<file path="src/rtl/aud_btm_rx_pkg.sv">
// Shared definitions for the AUD branch-trace receiver: FSM encodings,
// frame-length limit, status-register bit indices and address helpers.
package aud_btm_rx_pkg;

    typedef enum logic [1:0] {
        AUD_BTM_IDLE    = 2'd0,
        AUD_BTM_COLLECT = 2'd1,
        AUD_BTM_DRAIN   = 2'd2
    } aud_btm_state_e;

    localparam int AUD_BTM_MAX_NIB   = 8;
    localparam int AUD_SR_BTM_ERRLEN = 0;
    localparam int AUD_SR_BTM_OVR    = 1;

    function automatic logic len_ok(input logic [3:0] cnt);
        return (cnt == 4'd1) || (cnt == 4'd2) || (cnt == 4'd4) || (cnt == 4'd8);
    endfunction

    // Compressed frames replace only the low nibbles of the previous address.
    function automatic logic [31:0] compose(input logic [31:0] last,
                                            input logic [31:0] nibs,
                                            input logic [3:0]  cnt);
        case (cnt)
            4'd1:    return {last[31:4],  nibs[3:0]};
            4'd2:    return {last[31:8],  nibs[7:0]};
            4'd4:    return {last[31:16], nibs[15:0]};
            default: return nibs;
        endcase
    endfunction

endpackage

</file>
<file path="src/rtl/aud_btm_rx_sync_edge.sv">
// Two-flop synchronizer for the AUD pin bundle plus a registered rising-edge
// detector on AUD_CK; nsync/data are registered alongside the tick.
module aud_btm_rx_sync_edge (
    input  logic       clk_sys_i,
    input  logic       rst_n_i,
    input  logic       aud_ck_i,
    input  logic       aud_nsync_i,
    input  logic [3:0] aud_data_i,
    output logic       tick_o,
    output logic       nsync_o,
    output logic [3:0] data_o
);

    logic [5:0] pins_p0, pins_p1;
    logic       ck_prev_p2;

    always_ff @(posedge clk_sys_i or negedge rst_n_i) begin
        if (!rst_n_i) begin
            pins_p0    <= '0;
            pins_p1    <= '0;
            ck_prev_p2 <= 1'b0;
            tick_o     <= 1'b0;
            nsync_o    <= 1'b1;
            data_o     <= '0;
        end else begin
            pins_p0    <= {aud_ck_i, aud_nsync_i, aud_data_i};
            // synchronized stage -> edge-detect stage
            pins_p1    <= pins_p0;
            ck_prev_p2 <= pins_p1[5];
            tick_o     <= pins_p1[5] & ~ck_prev_p2;
            nsync_o    <= pins_p1[4];
            data_o     <= pins_p1[3:0];
        end
    end

endmodule

</file>
<file path="src/rtl/aud_btm_rx.sv">
// AUD branch-trace receiver: reassembles 1/2/4/8-nibble compressed branch
// addresses into 32-bit words on a valid/ready stream. AUD_BTM_TSTAMP_EN adds frame timestamps.
module aud_btm_rx
    import aud_btm_rx_pkg::*;
(
    input  logic        clk_sys_i,
    input  logic        rst_n_i,
    input  logic        en_i,
    input  logic        clr_i,
    input  logic        aud_ck_i,
    input  logic        aud_nsync_i,
    input  logic [3:0]  aud_data_i,
    output logic [31:0] addr_o,
    output logic [3:0]  nib_o,
    output logic [15:0] tstamp_o,
    output logic        valid_o,
    input  logic        ready_i,
    output logic        idle_o,
    output logic        err_len_o,
    output logic        overrun_o
);

    logic           tick, nsync;
    logic [3:0]     data;
    aud_btm_state_e state;
    logic [3:0]     cnt;
    logic [31:0]    nib_buf, last_addr, frame_addr;
    logic           accept, load_word;

    aud_btm_rx_sync_edge u_sync (
        .clk_sys_i  (clk_sys_i),
        .rst_n_i    (rst_n_i),
        .aud_ck_i   (aud_ck_i),
        .aud_nsync_i(aud_nsync_i),
        .aud_data_i (aud_data_i),
        .tick_o     (tick),
        .nsync_o    (nsync),
        .data_o     (data)
    );

    assign frame_addr = compose(last_addr, nib_buf, cnt);
    assign accept     = !valid_o || ready_i;
    assign load_word  = en_i && tick && (state == AUD_BTM_COLLECT) && nsync
                        && len_ok(cnt) && accept;
    assign idle_o     = (state == AUD_BTM_IDLE) && !valid_o;

    always_ff @(posedge clk_sys_i or negedge rst_n_i) begin
        if (!rst_n_i) begin
            state     <= AUD_BTM_IDLE;
            cnt       <= '0;
            nib_buf   <= '0;
            last_addr <= '0;
            addr_o    <= '0;
            nib_o     <= '0;
            valid_o   <= 1'b0;
            err_len_o <= 1'b0;
            overrun_o <= 1'b0;
        end else begin
            if (valid_o && ready_i)
                valid_o <= 1'b0;
            // clear first so a same-cycle flag set below takes priority
            if (clr_i) begin
                err_len_o <= 1'b0;
                overrun_o <= 1'b0;
                last_addr <= '0;
            end
            if (!en_i) begin
                state <= AUD_BTM_IDLE;
                cnt   <= '0;
            end else if (tick) begin
                case (state)
                    AUD_BTM_IDLE: begin
                        if (!nsync) begin
                            nib_buf[3:0] <= data;
                            cnt          <= 4'd1;
                            state        <= AUD_BTM_COLLECT;
                        end
                    end
                    AUD_BTM_COLLECT: begin
                        if (!nsync) begin
                            if (cnt < 4'(AUD_BTM_MAX_NIB)) begin
                                nib_buf[{cnt[2:0], 2'b00} +: 4] <= data;
                                cnt <= cnt + 4'd1;
                            end else begin
                                err_len_o <= 1'b1;
                                state     <= AUD_BTM_DRAIN;
                            end
                        end else begin
                            state <= AUD_BTM_IDLE;
                            cnt   <= '0;
                            if (len_ok(cnt)) begin
                                // track the address even when the word is dropped
                                last_addr <= frame_addr;
                                if (accept) begin
                                    addr_o  <= frame_addr;
                                    nib_o   <= cnt;
                                    valid_o <= 1'b1;
                                end else begin
                                    overrun_o <= 1'b1;
                                end
                            end else begin
                                err_len_o <= 1'b1;
                            end
                        end
                    end
                    AUD_BTM_DRAIN: begin
                        if (nsync) begin
                            state <= AUD_BTM_IDLE;
                            cnt   <= '0;
                        end
                    end
                    default: state <= AUD_BTM_IDLE;
                endcase
            end
        end
    end

`ifdef AUD_BTM_TSTAMP_EN
    logic [15:0] cyc_cnt, frame_ts, tstamp_q;
    logic        frame_start;

    assign frame_start = en_i && tick && (state == AUD_BTM_IDLE) && !nsync;

    always_ff @(posedge clk_sys_i or negedge rst_n_i) begin
        if (!rst_n_i) begin
            cyc_cnt  <= '0;
            frame_ts <= '0;
            tstamp_q <= '0;
        end else begin
            cyc_cnt <= cyc_cnt + 16'd1;
            if (frame_start)
                frame_ts <= cyc_cnt;
            if (load_word)
                tstamp_q <= frame_ts;
        end
    end

    assign tstamp_o = tstamp_q;
`else
    logic unused_load;
    assign unused_load = load_word;
    assign tstamp_o    = '0;
`endif

endmodule

</file>
<file path="config.mk">
export PLATFORM = sky130hd
export DESIGN_NAME = aud_btm_rx
export DESIGN_NICKNAME = d
export VERILOG_FILES = /design/src/rtl/aud_btm_rx_pkg.sv /design/src/rtl/aud_btm_rx_sync_edge.sv /design/src/rtl/aud_btm_rx.sv
export SDC_FILE = /design/constraint.sdc
export NUM_CORES = 1
export LEC_CHECK = 0
export BUFFER_PORTS_ARGS = -buffer_cell sky130_fd_sc_hd__buf_2
export CAP_MARGIN = 10
export CORE_UTILIZATION = 52
export DETAILED_ROUTE_END_ITERATION = 10
export PLACE_DENSITY = 0.84
export SLEW_MARGIN = 10
export SYNTH_ARGS = -nofsm -noshare
export SYNTH_HDL_FRONTEND = slang
export SYNTH_SLANG_ARGS = --single-unit
</file>
<file path="constraint.sdc">
create_clock -name clk_sys_i -period 2.5 [get_ports clk_sys_i]
set_input_delay 0.125 -clock clk_sys_i [delete_from_list [all_inputs] [get_ports clk_sys_i]]
set_output_delay 0.125 -clock clk_sys_i [all_outputs]
set_load 0.005 [all_outputs]
</file>
# Word level (Yosys, flattened, before mapping)
# Cells that the tools add are included.
dict set report op_classes {
  addsub 2
  order_cmp 1
  n_reduce_logical 14
  eq_ne 15
  n_bitwise 3
  n_mux 47
  shifts 2
}
# op n
set ops {}
lappend ops {{two-way mux 32 bit} 6}
lappend ops {{one-hot mux 32 bit (3 select lines)} 1}
lappend ops {{two-way mux 4 bit} 9}
lappend ops {{bitwise mux 32 bit} 1}
lappend ops {{variable shift 4 x 7 -> 32 bit, first input constant} 1}
lappend ops {{variable part select 4 x 7 -> 32 bit} 1}
lappend ops {{two-way mux 1 bit} 21}
lappend ops {{two-way mux 2 bit} 6}
lappend ops {{one-hot mux 4 bit (3 select lines)} 1}
lappend ops {{AND reduction 6 bit} 2}
lappend ops {{AND reduction 5 bit} 2}
lappend ops {{one-hot mux 4 bit (2 select lines)} 1}
lappend ops {{negation 5 -> 7 bit} 1}
lappend ops {{one-hot mux 2 bit (3 select lines)} 1}
lappend ops {{adder 4 x 1 -> 4 bit, second input constant} 1}
lappend ops {{== test 4 x 1 -> 1 bit, second input constant} 1}
lappend ops {{== test 4 x 2 -> 1 bit, second input constant} 1}
lappend ops {{== test 4 x 3 -> 1 bit, second input constant} 1}
lappend ops {{== test 4 bit, second input constant} 1}
lappend ops {{logical OR 1 bit} 4}
lappend ops {{< comparator 4 bit, second input constant} 1}
lappend ops {{!= test 2 x 1 -> 1 bit, second input constant} 2}
lappend ops {{!= test 2 bit, second input constant} 2}
lappend ops {{!= test 4 x 1 -> 1 bit, second input constant} 1}
lappend ops {{13 further kinds} 15}
dict set report word_totals {
  out_inout_bits 56
  elab_cells 100
  in_bits 11
  regBits 128
}

# Logic depth before layout (Yosys ltp)
dict set report logic_depth {
  word_depth 9
  depth_mapped 10
  mapped_depth_nobuf 7
}

# Hierarchy
# From an unflattened synthesis, not the netlist that was laid out.
dict set report unflattened {
  cells_unflattened 474
  hier_area_um2 5965.7
}
# module instances area_per_inst_um2 cells_each
set by_module_without_submodules {}
lappend by_module_without_submodules {aud_btm_rx 1 5475.3 454}
lappend by_module_without_submodules {aud_btm_rx_sync_edge 1 490.5 20}

# Worst setup path before layout
# No wires, ideal clock.
dict set report synth_timing {
  path_kind {flip-flop to flip-flop}
  start {register cnt[0]}
  end {register nib_buf[16]}
  period_less_slack_ps 2509
  setup_ps 125
  arrival_ps 2385
  stages_incl_launch_ff 8
  slack_ps -9
  required_time_ps 2375
  cell_sequence {dfrtp_1 -> clkbuf_1 -> inv_1 -> ha_1 -> ha_1 -> nand2b_1 -> nor4b_4 -> mux2_2}
}
dict set report synth_via {
  elab_chain_cells 3
}
# item line_no
set synth_rtl {}
lappend synth_rtl {{start, declared} aud_btm_rx.sv:26} ;# logic [3:0] cnt;
lappend synth_rtl {{start signal, assigned} aud_btm_rx.sv:83} ;# cnt <= cnt + 4'd1;
lappend synth_rtl {{negation 5 -> 7 bit} aud_btm_rx.sv:82} ;# nib_buf[{cnt[2:0], 2'b00} +: 4] <= data;
lappend synth_rtl {{variable part select 4 x 7 -> 32 bit / variable shift 4 x 7 -> 32 bit (equally long branches)} aud_btm_rx.sv:82}
lappend synth_rtl {{bitwise mux 32 bit} aud_btm_rx.sv:82}
lappend synth_rtl {{end signal, assigned by index} aud_btm_rx.sv:82}
lappend synth_rtl {{end, declared} aud_btm_rx.sv:27} ;# logic [31:0] nib_buf, last_addr, frame_addr;
# Parallel ways exist; a longest one is shown, timed or not.
# A chain may end at the register's enable or synchronous reset.

# Worst setup path in the final report
dict set report layout_timing {
  start {register cnt[0]}
  end {register nib_buf[3]}
}
dict set report layout_via {
  elab_chain_cells 6
}
# item line_no
set layout_rtl {}
lappend layout_rtl {{negation 5 -> 7 bit} aud_btm_rx.sv:82}
lappend layout_rtl {{variable part select 4 x 7 -> 32 bit / variable shift 4 x 7 -> 32 bit (equally long branches)} aud_btm_rx.sv:82}
lappend layout_rtl {{bitwise mux 32 bit} aud_btm_rx.sv:82}
lappend layout_rtl {{two-way mux 4 bit} aud_btm_rx.sv:81} ;# if (cnt < 4'(AUD_BTM_MAX_NIB)) begin
lappend layout_rtl {{two-way mux 4 bit} aud_btm_rx.sv:80} ;# if (!nsync) begin
lappend layout_rtl {{one-hot mux 4 bit (2 select lines)} aud_btm_rx.sv:71} ;# case (state)
lappend layout_rtl {{end signal, assigned} aud_btm_rx.sv:74} ;# nib_buf[3:0] <= data;
lappend layout_rtl {{end signal, assigned by index} aud_btm_rx.sv:82}
# Parallel ways exist; a longest one is shown, timed or not. The select of a mux whose other input is x is not followed.

==> results_dict.tcl <==
set metrics [dict create \
    power_density_mw_per_mm2 766 \
    final_common_cell "dfrtp_1" \
    synth-adder-area-share 0.0206 \
    place_hpwl_mm 7.11 \
    synthCells 391 \
    port_buffers 50 \
    critPathLaunchType "flop" \
    avgViaCountPerCell 5.66 \
    drt_iter0_drc 130 \
    critPathCaptureType "flop" \
    synthDistinctLibCells 52 \
    arrival_ns 2.75 \
    p_switching_mw 1.19 \
    synth_edf_count 0 \
    ys.flop_type "dfrtp_1" \
    synth_area_leaders "dfrtp_1 56%, mux2_2 16%, a22o_1 3.7%" \
    dr.pass1.iters 4 \
    clkTransAtPathRegs_ns 0.06 \
    switching_share 0.235 \
    cts_htree_levels 4 \
    die_h_um 104 \
    p_seq_frac 0.416 \
    rrSetupSlack_ns 0.14 \
    synth_compound_area_frac 0.0920 \
    finalMaxSlewViolations 0 \
    synth_xor_area_frac 0 \
    track_usage 0.220 \
    ant_nets 0 \
    clkPwrFrac 0.517 \
    numCtsBuffers 17 \
    synth_top_family_by_area "multiplexers" \
    vdd_drop_max_mv 0.512 \
    ys_warn_count 0 \
    fin_util 0.645 \
    drc 0 \
    fillerInstances 707 \
    cap_violations 0 \
    synth_top_area_cell "dfrtp_1" \
    max_freq_mhz 424 \
    hp-class "primary input to flop" \
    die_w_um 104 \
    detail_route.wirelength_mm 11.2 \
    post-cts-setup-buffers 0 \
    grt_pass1_vias 3646 \
    start_util 0.533 \
    status "finished, final reports clean" \
    crit_type "flop to flop" \
    core_mm2 0.0102 \
    design.die.area_mm2 0.0109 \
    wl_per_cell_um 18.1 \
    synth_top_cell_area_share 0.564 \
    io_pins 67 \
    clkLatencyLatePin_ns 0.52 \
    yosysSeqAreaShare 0.569 \
    setup_viol 0 \
    clkSinkCount 124 \
    r2r-end "nib_buf[3]" \
    hold_slack_ns 0.0425 \
    drive_gt1_frac 0.418 \
    postSynthAreaPerCell_um2 13.9 \
    rr_worst_depth 7 \
    pwr-share-comb 0.067 \
    muxShareOfSynthArea 0.192 \
    final_cell_mix "123 x dfrtp_1, 78 x mux2_2, 49 x buf_2, 23 x a22o_1, 18 x buf_4" \
    grt_max_degree 49 \
    intPower_mw 3.87 \
    area_growth_pct 21.0 \
    finalCritPeriodShare 0.944 \
    r2r-start "cnt[0]" \
    crit_path_start "cnt[0]" \
    grt_pass1_wl_mm 18.5 \
    p_leak_nw 3.28 \
    cts_tree "done" \
    grt_overflow_total 0 \
    synthArstFlopShare 1.00 \
    ys_seq_elements 124 \
    via_count 3501 \
    clockBufferDepth 2 \
    globalplace.congestion 0.865 \
    cp-endpoint "nib_buf[3]" \
    syn_area_mm2 0.00545 \
    antenna_cells 0 \
    min_period_ns 2.36 \
    cts_root_buffer "clkbuf_8" \
    fin_skew_ns 0.0133 \
    worst-path-max-fanout 6 \
    core.rowCount 37 \
    worstPathRequired_ns 2.89 \
    relSlewSlack 0.407 \
    finalHoldViolations 0 \
    synth_simple_gate_area_share 0.0810 \
    worst-slew-pin-transition_ns 0.886 \
    antenna_found_initial 0 \
    nets 490 \
]
[through the flow]
stage	power, mW	cells	worst slack, ns	cell area (um^2)	setup TNS, ns
finish	5.06	619	0.140	6600	0
detailed placement	2.46	578	0.173	5870	0
floorplan	2.35	406	0.146	5510	0
global route	5.22	619	-0.0110	6600	-0.0110
global placement	2.44	578	0.238	5870	0
CTS	5.10	619	0.110	6590	0
[cell type report]
cell class | count | area, um^2 | share of cell area
sequential | 124 | 3100 | 0.470
multi-input combinational | 242 | 2170 | 0.329
timing repair buffer | 77 | 490 | 0.0743
clock buffer | 18 | 428 | 0.0648
clock inverter | 14 | 205 | 0.0311
tap | 136 | 170 | 0.0258
inverter | 8 | 30.0 | 0.00455
[metal layers]
layer | track usage | vias up | share of wire | wire length (um)
met4 | 0.0867 | 0 | 0.017 | 192
met5 | 0 | - | 0 | 0
met1 | 0.273 | 1793 | 0.43 | 4840
met2 | 0.373 | 124 | 0.51 | 5710
li1 | - | 1557 | - | -
met3 | 0.0508 | 27 | 0.042 | 467
[Yosys cell counts, drive strengths merged (2+ instances only)]
| cell | n |
|---|---|
| a21oi | 4 |
| a22o | 23 |
| a22oi | 4 |
| and4 | 2 |
| buf | 28 |
| clkbuf | 4 |
| dfrtp | 123 |
| ha | 9 |
| inv | 8 |
| mux2 | 89 |
| nand2 | 11 |
| nand2b | 6 |
| nand3 | 7 |
| nand3b | 2 |
| nand4 | 3 |
| nor2 | 7 |
| nor2b | 6 |
| nor3 | 8 |
| nor4 | 4 |
| o211ai | 2 |
| o21ai | 12 |
| o2bb2ai | 6 |
| o311ai | 2 |
| o31ai | 3 |
| or3 | 2 |
[worst min path at each step]
stage | from | endpoint | slack, ns | cells after the start
2_1_floorplan | rst_n_i | addr_o[0] | -0.17 | 0
3_3_place_gp | rst_n_i | addr_o[7] | 0.08 | 1
3_5_place_dp | rst_n_i | addr_o[4] | 0.09 | 1
4_1_cts | ready_i | overrun_o | 0.03 | 3
5_1_grt | ready_i | valid_o | 0.06 | 3
6_report | ready_i | overrun_o | 0.04 | 3
[sequential cells by signal, indices dropped and copies added (netlist names)]
name and cells:
u_sync.pins_p0 6, overrun_o 1, u_sync.ck_prev_p2 1, nib_o 4
u_sync.data_o 4, valid_o 1, state 2, last_addr 28
err_len_o 1, u_sync.tick_o 1, u_sync.pins_p1 6, cnt 4
addr_o 32, u_sync.nsync_o 1, nib_buf 32
[worst max-delay path, cell delays in order (launching register included)]
cell	delay, ns
dfrtp_1	0.41
inv_1	0.21
ha_1	0.31
ha_1	0.30
nor2_1	0.11
a41oi_1	0.18
nor3_4	0.34
mux2_2	0.38
[power by group through the flow]
| stage | Clock (mW) | Combinational (mW) | Sequential, mW |
|---|---|---|---|
| CTS | 2.65 | 0.340 | 2.10 |
| floorplan | 0 | 0.225 | 2.12 |
| global placement | 0 | 0.312 | 2.13 |
| finish | 2.61 | 0.340 | 2.10 |
| detailed placement | 0 | 0.324 | 2.14 |
| global route | 2.74 | 0.372 | 2.11 |
[timing repair]
item / 4_1_cts / 5_1_grt
gates resized for setup: 0 / 1
hold buffers: 9 / 0
hold endpoints to repair: 111 / 0
endpoints found under the setup margin: 0 / 4
[cell families after synthesis]
| group | count (synthesis) |
|---|---|
| flops | 124 |
| compound gates | 62 |
| buf+inv | 40 |
| fa+ha+maj | 9 |
| mux | 90 |
| simple gates | 65 |
| other cells | 1 |
(Power assumes the default switching activity.)
